===== src/rtl/riscv_pipe_pkg.sv =====
// Shared pipeline definitions: ResultSrc encodings and the memory-stage FSM states.
package riscv_pipe_pkg;

   localparam logic [1:0] RES_ALU  = 2'b00;
   localparam logic [1:0] RES_LOAD = 2'b01;
   localparam logic [1:0] RES_PC4  = 2'b10;

   typedef enum logic {
      IDLE = 1'b0,
      WAIT = 1'b1
   } mem_state_e;

endpackage


===== src/rtl/c_IM_IW.sv =====
// M-to-W pipeline register, clocked on the falling edge. A bubble clears the
// write controls and holds the data fields.
module c_IM_IW
   import riscv_pipe_pkg::*;
(
   input  logic        clk,
   input  logic        reset,
   input  logic        bubble,
   input  logic        RegWriteM,
   input  logic [1:0]  ResultSrcM,
   input  logic [31:0] ALUResultM,
   input  logic [4:0]  RdM,
   input  logic [31:0] dmem_rdata,
   output logic        RegWriteW,
   output logic [1:0]  ResultSrcW,
   output logic [31:0] ALUResultW,
   output logic [31:0] ReadDataW,
   output logic [4:0]  RdW
);

   logic        reg_write_d, reg_write_q;
   logic [1:0]  result_src_d, result_src_q;
   logic [31:0] alu_result_d, alu_result_q;
   logic [31:0] read_data_d, read_data_q;
   logic [4:0]  rd_d, rd_q;

   always_comb begin
      reg_write_d  = 1'b0;
      result_src_d = RES_ALU;
      alu_result_d = alu_result_q;
      read_data_d  = read_data_q;
      rd_d         = rd_q;
      if (!bubble) begin
         reg_write_d  = RegWriteM;
         result_src_d = ResultSrcM;
         alu_result_d = ALUResultM;
         rd_d         = RdM;
         // Unstalled load implies the ack is present, so rdata is valid here.
         if (ResultSrcM == RES_LOAD) read_data_d = dmem_rdata;
      end
   end

   always_ff @(negedge clk or posedge reset) begin
      if (reset) begin
         reg_write_q  <= 1'b0;
         result_src_q <= RES_ALU;
         alu_result_q <= '0;
         read_data_q  <= '0;
         rd_q         <= '0;
      end else begin
         reg_write_q  <= reg_write_d;
         result_src_q <= result_src_d;
         alu_result_q <= alu_result_d;
         read_data_q  <= read_data_d;
         rd_q         <= rd_d;
      end
   end

   assign RegWriteW  = reg_write_q;
   assign ResultSrcW = result_src_q;
   assign ALUResultW = alu_result_q;
   assign ReadDataW  = read_data_q;
   assign RdW        = rd_q;

endmodule


===== src/rtl/mem_stage_ctrl.sv =====
// Memory-stage controller: issues data-memory requests, stalls until ack and
// feeds the W register. MEM_TIMEOUT_EN adds a watchdog with sticky mem_err.
module mem_stage_ctrl
   import riscv_pipe_pkg::*;
#(
   parameter int TIMEOUT_CYCLES = 255
) (
   input  logic        clk,
   input  logic        reset,
   input  logic        RegWriteM,
   input  logic        MemWriteM,
   input  logic [1:0]  ResultSrcM,
   input  logic [31:0] ALUResultM,
   input  logic [31:0] WriteDataM,
   input  logic [4:0]  RdM,
   output logic        dmem_req,
   output logic        dmem_we,
   output logic [31:0] dmem_addr,
   output logic [31:0] dmem_wdata,
   input  logic        dmem_ack,
   input  logic [31:0] dmem_rdata,
   output logic        StallM,
   output logic        RegWriteW,
   output logic [1:0]  ResultSrcW,
   output logic [31:0] ALUResultW,
   output logic [31:0] ReadDataW,
   output logic [4:0]  RdW,
   output logic        mem_err
);

   mem_state_e state_d, state_q;
   logic       mem_op;
   logic       req;
   logic       timeout;

`ifdef MEM_TIMEOUT_EN
   localparam logic [7:0] TO_LAST = 8'(TIMEOUT_CYCLES - 1);
   logic [7:0] cnt_d, cnt_q;
   logic       err_d, err_q;
`else
   logic unused_timeout_cfg;
   assign unused_timeout_cfg = (TIMEOUT_CYCLES == 0);
`endif

   always_comb begin
      mem_op  = MemWriteM | (ResultSrcM == RES_LOAD);
      state_d = state_q;
      req     = 1'b0;
      timeout = 1'b0;
      case (state_q)
         IDLE: begin
            req = mem_op;
            if (mem_op && !dmem_ack) state_d = WAIT;
         end
         WAIT: begin
            req = 1'b1;
            if (dmem_ack) state_d = IDLE;
`ifdef MEM_TIMEOUT_EN
            else if (cnt_q == TO_LAST) begin
               req     = 1'b0;
               timeout = 1'b1;
               state_d = IDLE;
            end
`endif
         end
      endcase
      // Reset must silence the bus combinationally, not just at the next edge.
      if (reset) req = 1'b0;
   end

`ifdef MEM_TIMEOUT_EN
   always_comb begin
      cnt_d = '0;
      if (state_q == WAIT && state_d == WAIT) cnt_d = cnt_q + 8'd1;
      err_d = err_q | timeout;
   end

   always_ff @(negedge clk or posedge reset) begin
      if (reset) begin
         cnt_q <= '0;
         err_q <= 1'b0;
      end else begin
         cnt_q <= cnt_d;
         err_q <= err_d;
      end
   end

   assign mem_err = err_q;
`else
   assign mem_err = 1'b0;
`endif

   always_ff @(negedge clk or posedge reset) begin
      if (reset) state_q <= IDLE;
      else       state_q <= state_d;
   end

   assign dmem_req   = req;
   assign dmem_we    = req & MemWriteM;
   assign dmem_addr  = req ? ALUResultM : '0;
   assign dmem_wdata = req ? WriteDataM : '0;
   assign StallM     = req & ~dmem_ack;

   c_IM_IW u_im_iw (
      .clk        (clk),
      .reset      (reset),
      .bubble     (StallM | timeout),
      .RegWriteM  (RegWriteM),
      .ResultSrcM (ResultSrcM),
      .ALUResultM (ALUResultM),
      .RdM        (RdM),
      .dmem_rdata (dmem_rdata),
      .RegWriteW  (RegWriteW),
      .ResultSrcW (ResultSrcW),
      .ALUResultW (ALUResultW),
      .ReadDataW  (ReadDataW),
      .RdW        (RdW)
   );

endmodule


===== config.mk =====
export PLATFORM = sky130hd
export DESIGN_NAME = mem_stage_ctrl
export DESIGN_NICKNAME = d
export VERILOG_FILES = /design/src/rtl/riscv_pipe_pkg.sv /design/src/rtl/c_IM_IW.sv /design/src/rtl/mem_stage_ctrl.sv
export SDC_FILE = /design/constraint.sdc
export NUM_CORES = 1
export LEC_CHECK = 0
export CORE_MARGIN = 2
export CORE_UTILIZATION = 34
export DETAILED_ROUTE_END_ITERATION = 7
export GPL_TIMING_DRIVEN = 0
export PLACE_DENSITY = 0.93
export SETUP_SLACK_MARGIN = 0.05
export SLEW_MARGIN = 25
export SYNTH_ARGS = -nofsm -noshare
export SYNTH_HDL_FRONTEND = slang
export SYNTH_SLANG_ARGS = --single-unit

===== constraint.sdc =====
create_clock -name clk -period 3 [get_ports clk]
set_input_delay 0.6 -clock clk [delete_from_list [all_inputs] [get_ports clk]]
set_output_delay 0.6 -clock clk [all_outputs]
set_load 0.03 [all_outputs]

After elaboration in Yosys (flattened, before gate mapping)
Cells that the tools add are included.
- bits in registers: 73
- bits of input ports: 108
- output and inout bits: 140
- word-level logic and storage cells: 25
- eq/ne operators: 1
- multiplexer cells: 9
- bitwise gates (word level): 6
- reductions and logical operators: 3
- operators with widths (kind ; number):
    $mux W32 ; 2
    $mux W1 ; 4
    $pmux W1 S2 ; 2
    $not A1 Y1 ; 3
    $and A1 B1 Y1 ; 2
    $eq A2 B1 Y1 const B ; 1
    $mux W2 ; 1
    $reduce_and A2 Y1 ; 1
    $logic_and A1 B1 Y1 ; 1
    $logic_not A1 Y1 ; 1
    $or A1 B1 Y1 ; 1

Depth between registers and ports, before layout
Gate-level depths: netlist (run 1).
- word-level depth: 7
- gate-level depth with buffers: 5
- gate-level depth less buffers: 3

Modules after synthesis
A second synthesis (run 1) with hierarchy kept.
- cells, all modules: 313
- area total of the unflattened synthesis: 3758.6 um^2
- by module, submodules not included (module ; instances ; cells each ; area each (um^2) ; sequential area each (um^2)):
    c_IM_IW ; 1 ; 154 ; 2678.8 ; 1801.7
    mem_stage_ctrl ; 1 ; 159 ; 1079.8 ; 25.0

==> results.cfg, run 1 <==
[job]
drv_cap = 0

[detailed_routing]
drc = 0
detail_route.wl_per_cell_um = 18.8
viasPerCell = 4.53
drt_iter0_markers = 78
vias = 3136
wirelength_um = 13000
firstDrtPassIters = 3
antenna_left = 0

[critical_path]
reg2reg_slack_ns = 0.89
regToRegEndpoint = u_im_iw.RdW[2]
path_class = reg2out
ff2ff_path_depth = 11
path_max_fanout = 5
cp_data_required_time_ns = 2.40
start_kind = flop
rr_startpoint = state_q
arrival_ns = 3.12
end_kind = output pin

[sta]
hold_viol = 0
skew_ns = 0.00976
hold_ws_ns = 0.486
setup-violations-final = 139
slew-limit-headroom_pct = 62.4
tightestPinTransition_ns = 0.563
setup_ws_ns = -0.724
rsz0062_at_grt = yes
tns_ns = -61.44
maxSlewViolCount = 0

[outcome]
violations = setup timing
status = finished with violations

[final_layout]
layout_commonest_cell = buf_6
area_growth_pct = 135
postLayoutCellArea_um2 = 7530
layout_common_cells = buf_6, clkdlybuf4s50_1, dfrtn_1, buf_4, mux2_4
fillerInstances = 469
register_area_um2 = 1830
drive_above_1_share_pct = 68.7
post-route-util_pct = 81.8
nets = 685
diodes = 0
multi_input_area_um2 = 1670

[power]
total_power_w = 0.00347
p_per_area_nw_per_um2 = 461
power.ir.vdd_worst_mv = 0.318
p_leak_nw = 3.61

[die]
rows = 35
fp.dieH_um = 101
start_util_pct = 34.9
core_area_um2 = 9200
fp.dieArea_um2 = 10200
pin_count = 248
die_w_um = 101

[clock_tree]
cts_root_buf = clkbuf_8
cts_tree = built
cts_max_level = 3
cts_buffer_depth = 2
clkTransAtPathRegs_ns = 0.06
cts_sinks = 73
clk_latency_ns = 0.33
numCtsBuffers = 9

[logic_synthesis]
syn_area_per_cell_um2 = 13.7
syn_nets = 342
ys_seq_area_share_pct = 57.0
synth_seq_cells = 73
yosysWarnings = 0
synth_cell_types = 15
syn_area_um2 = 3210
netlist_instances = 234

[grt]
grt_max_degree = 33
grt_pass1_vias = 3270
antenna_found_initial = 0
grt_pass1_wl_um = 17800
track_usage_pct = 22.7
grt_overflow_total = 0

[min_path]
hold_class = reg2reg
worstHoldStart = u_im_iw.RdW[0]
min_to = u_im_iw.RdW[0]
holdPathStages = 1

[place]
port_buffers = 246
dpl-instance-area_um2 = 6270
finalWeightedCongestion = 0.773
dp_hpwl_um = 8450
==> metrics by stage <==
stage,setup WS [ns],instances
after floorplan,-0.247,234
after global placement,-1.03,591
after detailed placement,-1.07,593
after CTS,-0.734,659
after global routing,-0.782,693
final,-0.724,693
==> repair_timing <==
action | 4_1_cts | 5_1_grt
hold buffers | 0 | 0
resized for setup | 1004 | 56
pin swaps | 5 | 7
buffers inserted | 44 | 37
endpoints found under the setup margin | 210 | 207
cloned | 6 | 1
==> power breakdown <==
group / total [W] / internal, W / switching, W
clock: 0.000726 / 0.000330 / 0.000396
sequential: 0.00122 / 0.00112 / 0.0000954
combinational: 0.00153 / 0.000865 / 0.000663
total: 0.00347 / 0.00232 / 0.00116
==> worst max-delay path, cell delays in order (launching register included) <==
cell,delay (ns)
dfrtn_1,0.43
nor2_4,0.05
a21oi_4,0.21
buf_8,0.17
clkbuf_16,0.16
and2_4,0.15
buf_6,0.12
==> area by class of cell <==
cell class | count | area share [%]
Buffer | 15 | 3.34
Inverter | 1 | 0.0998
Clock buffer | 10 | 1.83
Tap cell | 111 | 1.85
Multi-Input combinational cell | 145 | 22.2
Timing Repair Buffer | 332 | 45.8
Sequential cell | 73 | 24.3
Clock inverter | 6 | 0.648
==> state kept, by name (all words and copies together) (netlist names) <==
signal and flops:
u_im_iw.ALUResultW 32, u_im_iw.ReadDataW 32, u_im_iw.RegWriteW 1, u_im_iw.RdW 5, u_im_iw.ResultSrcW 2, state_q 1
==> layer usage <==
layer / wire [um] / GRT usage, %
met5: 0 / 0
met1: 4670 / 24.9
met4: 312 / 7.38
met3: 934 / 6.80
met2: 7090 / 41.8
==> worst max path at each step <==
stage	startpoint	to	depth (start not counted)
global route	state_q	dmem_addr[19]	6
detailed placement	state_q	dmem_addr[19]	6
finish	state_q	dmem_addr[19]	6
floorplan	state_q	dmem_addr[13]	5
CTS	state_q	dmem_wdata[8]	6
global placement	state_q	dmem_addr[15]	6
==> synth_stat cells <==
master	count	area (um^2)
a21oi_1	2	10.0
nor2_2	3	18.8
clkbuf_1	1	3.75
dfrtn_1	73	1830
mux2_2	64	721
nor2b_1	4	25.0
conb_1	1	3.75
nand2b_4	1	13.8
and2_1	64	400
a21boi_4	1	18.8
inv_1	1	3.75
buf_6	4	45.0
mux2_1	5	56.3
buf_4	4	30.0
clkbuf_2	6	30.0
==> logic make-up after synthesis <==
family | count (synthesis) | share of synthesized area, %
AO/OA/AOI/OAI | 3 | 0.897
flip-flops | 73 | 57.0
other | 1 | 0.117
AND/OR/NAND/NOR | 72 | 14.3
buffers and inverters | 16 | 3.51
multiplexers | 69 | 24.2
Power figures use the tool's default switching activity.
==> run 2: changes to the inputs <==
--- a/config.mk
+++ b/config.mk
@@ -10,7 +10,6 @@
 export DETAILED_ROUTE_END_ITERATION = 7
 export GPL_TIMING_DRIVEN = 0
 export PLACE_DENSITY = 0.93
-export SETUP_SLACK_MARGIN = 0.05
 export SLEW_MARGIN = 25
 export SYNTH_ARGS = -nofsm -noshare
 export SYNTH_HDL_FRONTEND = slang
==> run 2 against run 1 <==
  * The flow still finishes with violations (setup timing)
  * Hold slack worse by 0.0042 ns
  * Sequential share of layout area is 0.89 points lower
  * Flip-flop and latch count stayed put
  * Clock power is 22% higher
  * Via count is 3.8% higher
  * Highest routed layer unchanged
==> results.cfg, run 2 (synthesis results as in run 1) <==
[critical_path]
reg2reg_slack_ns = 1.30
arrival_ns = 3.13
start_kind = flop
path_class = reg2out
cp_data_required_time_ns = 2.40
ff2ff_path_depth = 9
end_kind = output pin
path_max_fanout = 6

[sta]
hold_viol = 0
tns_ns = -53.88
skew_ns = 0.00829
setup_ws_ns = -0.734
setup-violations-final = 157
maxSlewViolCount = 0
hold_ws_ns = 0.482
rsz0062_at_grt = yes

[die]
die_w_um = 101
start_util_pct = 34.9
rows = 35
pin_count = 248
fp.dieH_um = 101
fp.dieArea_um2 = 10200
core_area_um2 = 9200

[grt]
track_usage_pct = 26.4
grt_pass1_vias = 3567
grt_overflow_total = 0
antenna_found_initial = 0
grt_max_degree = 31
grt_pass1_wl_um = 20200

[clock_tree]
cts_max_level = 3
cts_tree = built
numCtsBuffers = 9
cts_buffer_depth = 2
cts_sinks = 73
clkTransAtPathRegs_ns = 0.06
clk_latency_ns = 0.33
cts_root_buf = clkbuf_8

[detailed_routing]
detail_route.wl_per_cell_um = 20.8
vias = 3255
drc = 0
viasPerCell = 4.64
firstDrtPassIters = 4
wirelength_um = 14600
drt_iter0_markers = 65
antenna_left = 0

[outcome]
violations = setup timing
status = finished with violations

[power]
seqPwrFrac_pct = 33.1
pwr-share-comb_pct = 42.9
p_per_area_nw_per_um2 = 473
internal_power_w = 0.00249
p_switching_w = 0.00120
clkPwrFrac_pct = 24.0
p_sw_share_pct = 32.6
p_leak_nw = 3.74
power.ir.vdd_worst_mv = 0.328

[final_layout]
layout_common_cells = buf_6, clkdlybuf4s50_1, dfrtn_1, mux2_4, buf_4
nets = 694
multi_input_area_um2 = 1690
postLayoutCellArea_um2 = 7810
drive_above_1_share_pct = 69.2
area_growth_pct = 144
diodes = 0
fillerInstances = 431
post-route-util_pct = 84.9
register_area_um2 = 1830
layout_commonest_cell = buf_6

[place]
post-place-ws_ns = -1.06
dp_hpwl_um = 8970
finalWeightedCongestion = 0.803
port_buffers = 246
dpl-instance-area_um2 = 6260

[job]
drv_cap = 0

[min_path]
holdPathStages = 1
hold_class = reg2reg
## run 2: worst max-delay path, stage by stage (launching register included)
cell	delay, ns
dfrtn_1	0.44
nor2_4	0.05
a21oi_4	0.21
buf_8	0.18
clkbuf_16	0.16
and2_4	0.14
buf_6	0.12
## run 2: path summary, 6_finish.rpt
| check | startpoint | endpoint |
|---|---|---|
| min reg2reg | u_im_iw.ReadDataW[27] | u_im_iw.ReadDataW[27] |
| min | u_im_iw.ReadDataW[27] | u_im_iw.ReadDataW[27] |
| max in group asynchronous | reset | u_im_iw.ReadDataW[29] |
| max | state_q | dmem_addr[20] |
| max reg2reg | state_q | u_im_iw.ALUResultW[16] |
| min in group asynchronous | reset | u_im_iw.ALUResultW[0] |
## run 2: layout make-up
type                       count  area share (%)
buffer                        13            2.77
timing repair buffer         343            47.5
multi-input combinational    145            21.6
clock buffer                   9            1.59
tap                          111            1.78
inverter                       1          0.0961
sequential                    73            23.4
clock inverter                 7            1.30
## run 2: power groups by stage
stage	sequential [W]	combinational, W	clock [W]
after floorplan	0.00145	0.000427	0
after global placement	0.00120	0.00122	0
after detailed placement	0.00121	0.00124	0
after CTS	0.00122	0.00148	0.000895
after global routing	0.00124	0.00164	0.000953
final	0.00122	0.00159	0.000885
## run 2: per-layer routing
metal	share of wire [%]	vias up	GRT usage [%]	wire, um
li1	-	1476	-	-
met1	36	1592	28.4	5260
met2	55	154	50.2	8010
met3	5.7	33	6.17	830
met4	3.6	0	9.25	522
met5	0	-	0	0
## run 2: repair_timing
action	in CTS	in global routing
buffers inserted	54	38
gates resized for setup	1054	41
pin swaps	9	11
hold buffers	0	0
endpoints found under the setup margin	210	207
cloned	8	2
## run 2: metrics by stage
stage,power (W),instances
after floorplan,0.00187,234
final,0.00369,702
after CTS,0.00359,671
after detailed placement,0.00245,593
after global placement,0.00242,591
after global routing,0.00383,702
